**src/rtl/xor_cipher_ctrl.sv**
```systemverilog
// Purpose : sequencing controller for an XOR cipher datapath: key load, message
//           load, encrypt trigger, wait for encryptor, wait for serializer, done.
// Latency : iStart to oDone = 1 + KEY_SIZE + MSG_SIZE + 1 + enc wait + send wait + 1
//           cycles when ena stays high and serial data has no gaps.
// Backpr. : ena=0 freezes the controller (state, counters, error) and gates all
//           strobes low; iSerial_valid gaps simply stretch the load states.
//
// Ports:
//   clk, rst_n                 clock, asynchronous active-low reset
//   ena                        global enable / freeze
//   iStart                     begin a transaction (IDLE only)
//   iSerial_valid              one serial key/message bit present this cycle
//   iAbort                     return to IDLE from any busy state (highest priority)
//   iEncrypt_done              encryptor finished (WAIT_ENC only)
//   iSerial_end                serializer emitted its last bit (SEND only)
//   oLoad_key, oLoad_msg       deserializer load strobes
//   oCan_encrypt               one-cycle encrypt trigger
//   oReady / oBusy             IDLE / not IDLE
//   oDone                      one-cycle completion pulse
//   oError                     sticky timeout flag, cleared by the next iStart
//   oState                     raw state encoding
module xor_cipher_ctrl #(
  parameter int KEY_SIZE = 32,
  parameter int MSG_SIZE = 512,
  parameter int TIMEOUT  = 1024
) (
  input  logic       clk,
  input  logic       rst_n,
  input  logic       ena,
  input  logic       iStart,
  input  logic       iSerial_valid,
  input  logic       iAbort,
  input  logic       iEncrypt_done,
  input  logic       iSerial_end,
  output logic       oLoad_key,
  output logic       oLoad_msg,
  output logic       oCan_encrypt,
  output logic       oReady,
  output logic       oBusy,
  output logic       oDone,
  output logic       oError,
  output logic [2:0] oState
);

  localparam int BW = $clog2(MSG_SIZE) + 1;
  localparam int TW = $clog2(TIMEOUT) + 1;

  localparam logic [BW-1:0] KEY_LIM = BW'(KEY_SIZE);
  localparam logic [BW-1:0] MSG_LIM = BW'(MSG_SIZE);
  localparam logic [TW-1:0] TO_LIM  = TW'(TIMEOUT);

  typedef enum logic [2:0] {
    S_IDLE     = 3'd0,
    S_LOAD_KEY = 3'd1,
    S_LOAD_MSG = 3'd2,
    S_ENCRYPT  = 3'd3,
    S_WAIT_ENC = 3'd4,
    S_SEND     = 3'd5,
    S_DONE     = 3'd6
  } state_t;

  state_t          state_q;
  logic [BW-1:0]   bit_cnt_q;
  logic [TW-1:0]   to_cnt_q;
  logic            err_q;

  logic [BW-1:0]   bit_cnt_d;
  logic [TW-1:0]   to_cnt_d;
  logic            to_hit;

  // Incremented values shared by both load states and both wait states.
  // The timeout counter saturates so it can never wrap past TIMEOUT.
  assign bit_cnt_d = bit_cnt_q + 1'b1;
  assign to_cnt_d  = (to_cnt_q == TO_LIM) ? to_cnt_q : to_cnt_q + 1'b1;
  assign to_hit    = (to_cnt_d == TO_LIM);

  always_ff @(posedge clk or negedge rst_n) begin
    if (!rst_n) begin
      state_q   <= S_IDLE;
      bit_cnt_q <= '0;
      to_cnt_q  <= '0;
      err_q     <= 1'b0;
    end else if (ena) begin
      // Abort wins over every other transition, including a completion or
      // timeout in the same cycle; the sticky error is left alone.
      if (iAbort && (state_q != S_IDLE)) begin
        state_q   <= S_IDLE;
        bit_cnt_q <= '0;
        to_cnt_q  <= '0;
      end else begin
        case (state_q)
          S_IDLE: begin
            if (iStart) begin
              state_q   <= S_LOAD_KEY;
              bit_cnt_q <= '0;
              to_cnt_q  <= '0;
              err_q     <= 1'b0;
            end
          end
          S_LOAD_KEY: begin
            if (iSerial_valid) begin
              if (bit_cnt_d == KEY_LIM) begin
                state_q   <= S_LOAD_MSG;
                bit_cnt_q <= '0;
              end else begin
                bit_cnt_q <= bit_cnt_d;
              end
            end
          end
          S_LOAD_MSG: begin
            if (iSerial_valid) begin
              if (bit_cnt_d == MSG_LIM) begin
                state_q   <= S_ENCRYPT;
                bit_cnt_q <= '0;
              end else begin
                bit_cnt_q <= bit_cnt_d;
              end
            end
          end
          S_ENCRYPT: begin
            state_q  <= S_WAIT_ENC;
            to_cnt_q <= '0;
          end
          S_WAIT_ENC: begin
            if (iEncrypt_done) begin
              state_q  <= S_SEND;
              to_cnt_q <= '0;
            end else begin
              to_cnt_q <= to_cnt_d;
              if (to_hit) begin
                state_q <= S_IDLE;
                err_q   <= 1'b1;
              end
            end
          end
          S_SEND: begin
            if (iSerial_end) begin
              state_q <= S_DONE;
            end else begin
              to_cnt_q <= to_cnt_d;
              if (to_hit) begin
                state_q <= S_IDLE;
                err_q   <= 1'b1;
              end
            end
          end
          S_DONE: begin
            state_q <= S_IDLE;
          end
          // Unused code 7 recovers to IDLE.
          default: begin
            state_q   <= S_IDLE;
            bit_cnt_q <= '0;
            to_cnt_q  <= '0;
          end
        endcase
      end
    end
  end

  // Strobes are qualified by ena so a frozen controller drives nothing.
  assign oLoad_key    = (state_q == S_LOAD_KEY) && ena;
  assign oLoad_msg    = (state_q == S_LOAD_MSG) && ena;
  assign oCan_encrypt = (state_q == S_ENCRYPT)  && ena;
  assign oDone        = (state_q == S_DONE)     && ena;
  assign oReady       = (state_q == S_IDLE);
  assign oBusy        = (state_q != S_IDLE);
  assign oError       = err_q;
  assign oState       = state_q;

endmodule

```
**config.mk**
```make
export PLATFORM = sky130hd
export DESIGN_NAME = xor_cipher_ctrl
export DESIGN_NICKNAME = d
export VERILOG_FILES = /design/src/rtl/xor_cipher_ctrl.sv
export SDC_FILE = /design/constraint.sdc
export NUM_CORES = 1
export LEC_CHECK = 0
export ABC_CLOCK_PERIOD_IN_PS = 6500
export CAP_MARGIN = 40
export CORE_ASPECT_RATIO = 0.8
export CORE_MARGIN = 1
export CORE_UTILIZATION = 62
export CTS_CLUSTER_SIZE = 20
export DETAILED_ROUTE_END_ITERATION = 12
export PLACE_DENSITY = 0.85
export SYNTH_ARGS = -nofsm -noshare
export SYNTH_HDL_FRONTEND = slang
export SYNTH_SLANG_ARGS = --single-unit
```
**constraint.sdc**
```tcl
create_clock -name clk -period 6.5 [get_ports clk]
set_clock_uncertainty 0.1 [all_clocks]
set_input_delay 0.975 -clock clk [delete_from_list [all_inputs] [get_ports clk]]
set_output_delay 0.975 -clock clk [all_outputs]
set_load 0.005 [all_outputs]
```
==> impl_metrics.ini, run 1 <==
[timing]
rsz0062_at_grt = false
final_max_slew_viol_count = 0
hold_viol_final = 0
setup_slack_ns = 3.15
setup_viol = 0
fmaxAchievable_ghz = 0.298
relSlewSlack_pct = 45.0
setup_tns_ns = 0
fin_crit_ns = 3.35
timing.final.crit_share_pct = 51.5
tightestPinTransition_ns = 0.819
holdWs_ns = 0.444

[drt]
avgViaCountPerCell = 6.36
drcViolationCount = 0
postRouteAntennaNets = 0
firstDrtPassIters = 5
vias = 1876
drt_iter0_drc = 174
wl_per_cell_um = 15.3
wirelength_um = 4500

[logic_synthesis]
synth_nets = 262
avgSynthCellArea_um2 = 7.88
synth_top_cell_area_share_pct = 31.6
seq_area_frac_synth_pct = 31.6
async_reset_ff_share_pct = 100
synth_area_leaders = dfrtp_1 (32%), o21ai_0 (6.6%), nand2_1 (4.9%), nor2_1 (3.4%), xnor2_1 (3.1%)
synth_edf_count = 0
yosysTopAreaCell = dfrtp_1
yosys_warnings = 0
synth_ff_type = dfrtp_1
ys_top_cells_by_count = nand2_1 (26), o21ai_0 (26), dfrtp_1 (25), nor2_1 (18), inv_1 (14)
synthCells = 251
synth-seq-cells = 25
netlist-cell-type-count = 55
syn_area_um2 = 1980

[floorplan]
die_w_um = 65.2
die_h_um = 52.5
initial_utilization_pct = 68.4
core_um2 = 2890
pin_count = 18
fp-row-count = 17
dieArea_um2 = 3420

[final_layout]
drive_gt1_share_pct = 6.23
fin_nets = 269
n_antenna_cell = 0
fin_util_pct = 74.9
nFillCells = 236
fin_area_um2 = 2170
syn2layout_area_growth_pct = 9.55
finalNonFillerCells = 295

[clock_tree]
cts_tree = built
htree_levels = 1
cts-hold-fix-buffers = 0
cts_root_buf = clkbuf_8
insertion_delay_ns = 0.28
clockBufferDepth = 2
clkTransAtPathRegs_ns = 0.09
cts_made_buffers = 3
post_cts_buffers = 0
ctsResizeCount = 0
numClockSinks = 25

[critical_path]
crit_fanout = 7
end_kind = output pin
start_kind = input port
critPathTopFamily = buffers and inverters
crit_top_cell = clkdlybuf4s50_1
worstPathArrival_ns = 2.28
slowest_delay_ns = 0.56
critical_path_class = in2out
cp.required_ns = 5.42
cp_slowest_cell = clkdlybuf4s50_1
path_buf_inv = 2
timing.critical_path.cells = clkdlybuf4s50_1, and4_1, clkdlybuf4s50_1

[place]
gp_congestion = 0.845
dp.cells = 291
io_buffers = 17
placed_cell_area_um2 = 2120
pre_cts_ws_ns = 3.16
dp_hpwl_um = 3120

[power]
internal_power_uw = 348
p_leak_nw = 0.812
comb_power_share_pct = 45.9
vdd_drop_max_v = 0.000252
p_sw_share_pct = 40.8
p_seq_share_pct = 37.5
power.density_nw_per_um2 = 271
p_sw_uw = 240
clkPwrFrac_pct = 16.6
power_uw = 588

[grt]
grt_pass1_wl_um = 7450
grt_pass1_vias = 1600
grt-ovfl-total = 0
antenna_found_initial = 0
grt_max_degree = 26
grt.total_usage_pct = 29.2

[job]
cap_violations = 0

[status]
status = finished, final reports clean

[min_path]
hold_path_class = reg2reg
## cells in the final DEF, fill, tap and decap left out, drive strengths merged, types with 3 or more instances in the layout
cell,instances
inv,14
a31oi,7
nor2b,3
and2,4
o21a,3
nand4,6
dfrtp,25
ha,3
a21oi,7
o31ai,5
clkdlybuf4s50,17
nand2b,5
o22ai,6
nor3,6
nand2,26
o21ai,27
nand3,13
or3,5
nor2,18
xnor2,7
clkbuf,3
o41ai,3
and3,8
## cell families (layout without fill, tap and decap cells)
logic type	Yosys count	in the layout	synth area share, %
flip-flops	25	25	31.6
XOR/XNOR	9	9	3.99
AND/OR/NAND/NOR	105	105	28.3
AO/OA/AOI/OAI	76	76	25.7
buffers and inverters	31	37	7.34
adder cells (fa/ha/maj)	4	4	2.40
multiplexers	1	1	0.569
## registers in the layout, indices dropped and copies added, names as in the netlist
| register | cells |
|---|---|
| oError | 1 |
| to_cnt_q | 11 |
| bit_cnt_q | 10 |
| oState | 3 |
## cell type report
type                       instances  area, um^2  share of cell area, %
tap                               38        47.5                   2.19
sequential                        25         626                   28.9
clock buffer                       3        41.3                   1.91
inverter                          14        52.6                   2.42
timing repair buffer              19         185                   8.55
multi-input combinational        195        1210                   55.7
clock inverter                     1        7.51                  0.346
## final timing paths
check	startpoint	endpoint	slack, ns	cells past startpoint
hold / removal	oError	oError	0.44	2
setup reg to reg	bit_cnt_q[0]	bit_cnt_q[2]	3.91	7
max in group asynchronous	rst_n	to_cnt_q[4]	5.09	2
hold reg to reg	oError	oError	0.44	2
min in group asynchronous	rst_n	bit_cnt_q[4]	0.96	2
setup / recovery	ena	oCan_encrypt	3.15	3
## power by group through the flow
stage          sequential [mW]  combinational, mW  clock [mW]
2_1_floorplan            0.197              0.196           0
3_3_place_gp             0.223              0.265           0
3_5_place_dp             0.221              0.267           0
4_1_cts                  0.218              0.269       0.100
5_1_grt                  0.224              0.301       0.106
6_report                 0.220              0.270      0.0977
## layer usage
metal | vias to the layer above | track usage [%] | share of wire [%]
met5 | - | 0 | 0
met4 | 0 | 10.5 | 0.53
met3 | 2 | 6.09 | 5.8
met2 | 64 | 40.5 | 43
met1 | 877 | 44.1 | 50
li1 | 933 | - | -
## worst register-to-register path, cell delays in order (launching register included)
cell and delay (ns):
dfrtp_1 0.45, ha_1 0.30, and3_1 0.26, a211o_1 0.34, a2111oi_2 0.39, nand3_1 0.24, nand3b_1 0.26, o22ai_1 0.13
Note: power is estimated with default switching activity, not from simulation.
==> run 2, diff against run 1 <==
Settings changed: ABC_CLOCK_PERIOD_IN_PS 6500 to 3200, CORE_UTILIZATION 62 to 58, PLACE_DENSITY 0.85 to 0.8.
Clock period 6.5 ns to 3.2 ns, I/O delays scaled along.
==> run 2 against run 1 <==
Against the previous run: cell count rose by 1.4%; combinational power rose by 110%; sequential power rose by 100%; sequential cell count did not move; sequential share of layout area fell by 0.20 points; register-to-register slack got worse by 3.4 ns; die area rose by 6.7%; critical path depth rose by 4; via count fell by 0.96%; non-clock buffer count rose by 2; core utilization fell by 6.2 points; critical endpoint is now bit_cnt_q[2]; largest cell class unchanged; highest routed layer unchanged.
==> impl_metrics.ini, run 2 (synthesis gave the netlist of run 1 again) <==
[critical_path]
path_buf_inv = 0
critPathTopFamily = compound AO/OA/AOI/OAI gates
start_kind = flop
crit_start = bit_cnt_q[0]
cp.required_ns = 3.25
slowest_delay_ns = 0.45
end_kind = flop
reg2reg_slack_ns = 0.48
cp_slowest_cell = a2111oi_2
crit_fanout = 7
critical_path_class = reg2reg
timing.critical_path.cells = ha_1, and3_1, a211o_1, a2111oi_2, nand3_1, nand3b_1, o22ai_1
timing.rr.start = bit_cnt_q[0]
worstPathArrival_ns = 2.77

[power]
vdd_drop_max_v = 0.000295
p_leak_nw = 0.826
p_seq_share_pct = 37.3
power.density_nw_per_um2 = 546
internal_power_uw = 712
p_sw_share_pct = 40.3
clkPwrFrac_pct = 16.1
comb_power_share_pct = 46.7
p_sw_uw = 481

[drt]
drcViolationCount = 0
avgViaCountPerCell = 6.21
postRouteAntennaNets = 0
firstDrtPassIters = 4
wirelength_um = 4430
drt_iter0_drc = 162
vias = 1858
wl_per_cell_um = 14.8

[clock_tree]
post_cts_buffers = 0
cts-hold-fix-buffers = 0
cts_root_buf = clkbuf_8
clkTransAtPathRegs_ns = 0.10
ctsResizeCount = 0
numClockSinks = 25
clockBufferDepth = 2
cts_tree = built
insertion_delay_ns = 0.27
htree_levels = 1
cts_made_buffers = 3

[timing]
hold_viol_final = 0
fin_crit_ns = 2.72
timing.final.crit_share_pct = 85.1
tightestPinTransition_ns = 0.623
setup_viol = 0
fmaxAchievable_ghz = 0.367
rsz0062_at_grt = false
relSlewSlack_pct = 58.0
setup_tns_ns = 0
final_max_slew_viol_count = 0

[place]
dp_hpwl_um = 3210
io_buffers = 17
gp_congestion = 0.896

[grt]
grt_pass1_wl_um = 7110
grt_max_degree = 26
grt_pass1_vias = 1516
antenna_found_initial = 0
grt-ovfl-total = 0
grt.total_usage_pct = 26.1

[min_path]
hp-start = oError
hold_path_class = reg2reg

[final_layout]
syn2layout_area_growth_pct = 10.3
final_cell_mix = nand2_1 (26), o21ai_0 (26), dfrtp_1 (25), nor2_1 (18), clkdlybuf4s50_1 (17)
largest_register_ffs = 11
fin_util_pct = 68.7
top_register = to_cnt_q
fin_nets = 271
n_antenna_cell = 0
drive_gt1_share_pct = 6.95

[floorplan]
initial_utilization_pct = 62.3
pin_count = 18
die_h_um = 54.2
fp-row-count = 18
core_um2 = 3180
dieArea_um2 = 3650
die_w_um = 67.3

[job]
cap_violations = 0

[status]
status = finished, final reports clean
[run 2: worst register-to-register path, stage by stage, from the launching register on]
cell	delay, ns
dfrtp_1	0.44
ha_1	0.29
and3_1	0.26
a211o_1	0.35
a2111oi_2	0.45
nand3_1	0.30
nand3b_1	0.28
o22ai_1	0.12
[run 2: worst paths after layout]
path                           endpoint  depth (start not counted)
setup / recovery           bit_cnt_q[2]                          7
hold / removal                   oError                          2
setup reg to reg           bit_cnt_q[2]                          7
hold reg to reg                  oError                          2
max in group asynchronous  bit_cnt_q[7]                          2
min in group asynchronous  bit_cnt_q[9]                          2
[run 2: power by group through the flow]
stage	sequential, mW	combinational [mW]	clock, mW
CTS	0.443	0.555	0.201
global route	0.456	0.629	0.208
finish	0.445	0.557	0.191
global placement	0.452	0.541	0
floorplan	0.400	0.398	0
detailed placement	0.450	0.553	0
[run 2: final cells by class]
cell class,instances,area (um^2)
multi-input combinational,195,1210
fill,265,993
sequential,25,626
timing repair buffer,21,200
inverter,14,52.6
tap,40,50.0
clock buffer,3,41.3
clock inverter,1,5.00
[run 2: per-stage QoR]
stage	instances	hold slack [ns]	instance area (um^2)	worst slack (ns)	total power [mW]
after floorplan	251	0.0844	1980	0.829	0.799
after global routing	299	0.480	2180	0.321	1.29
after CTS	299	0.434	2180	0.510	1.20
after global placement	294	0.433	2130	0.525	0.992
final	299	0.432	2180	0.477	1.19
after detailed placement	295	0.410	2140	0.528	1.00
[run 2: metal layers]
metal	vias up	global-route usage [%]	wire (um)
met4	0	6.03	23
met5	-	0	0
li1	934	-	-
met3	2	4.38	282
met2	57	39.3	1870
met1	865	38.9	2250
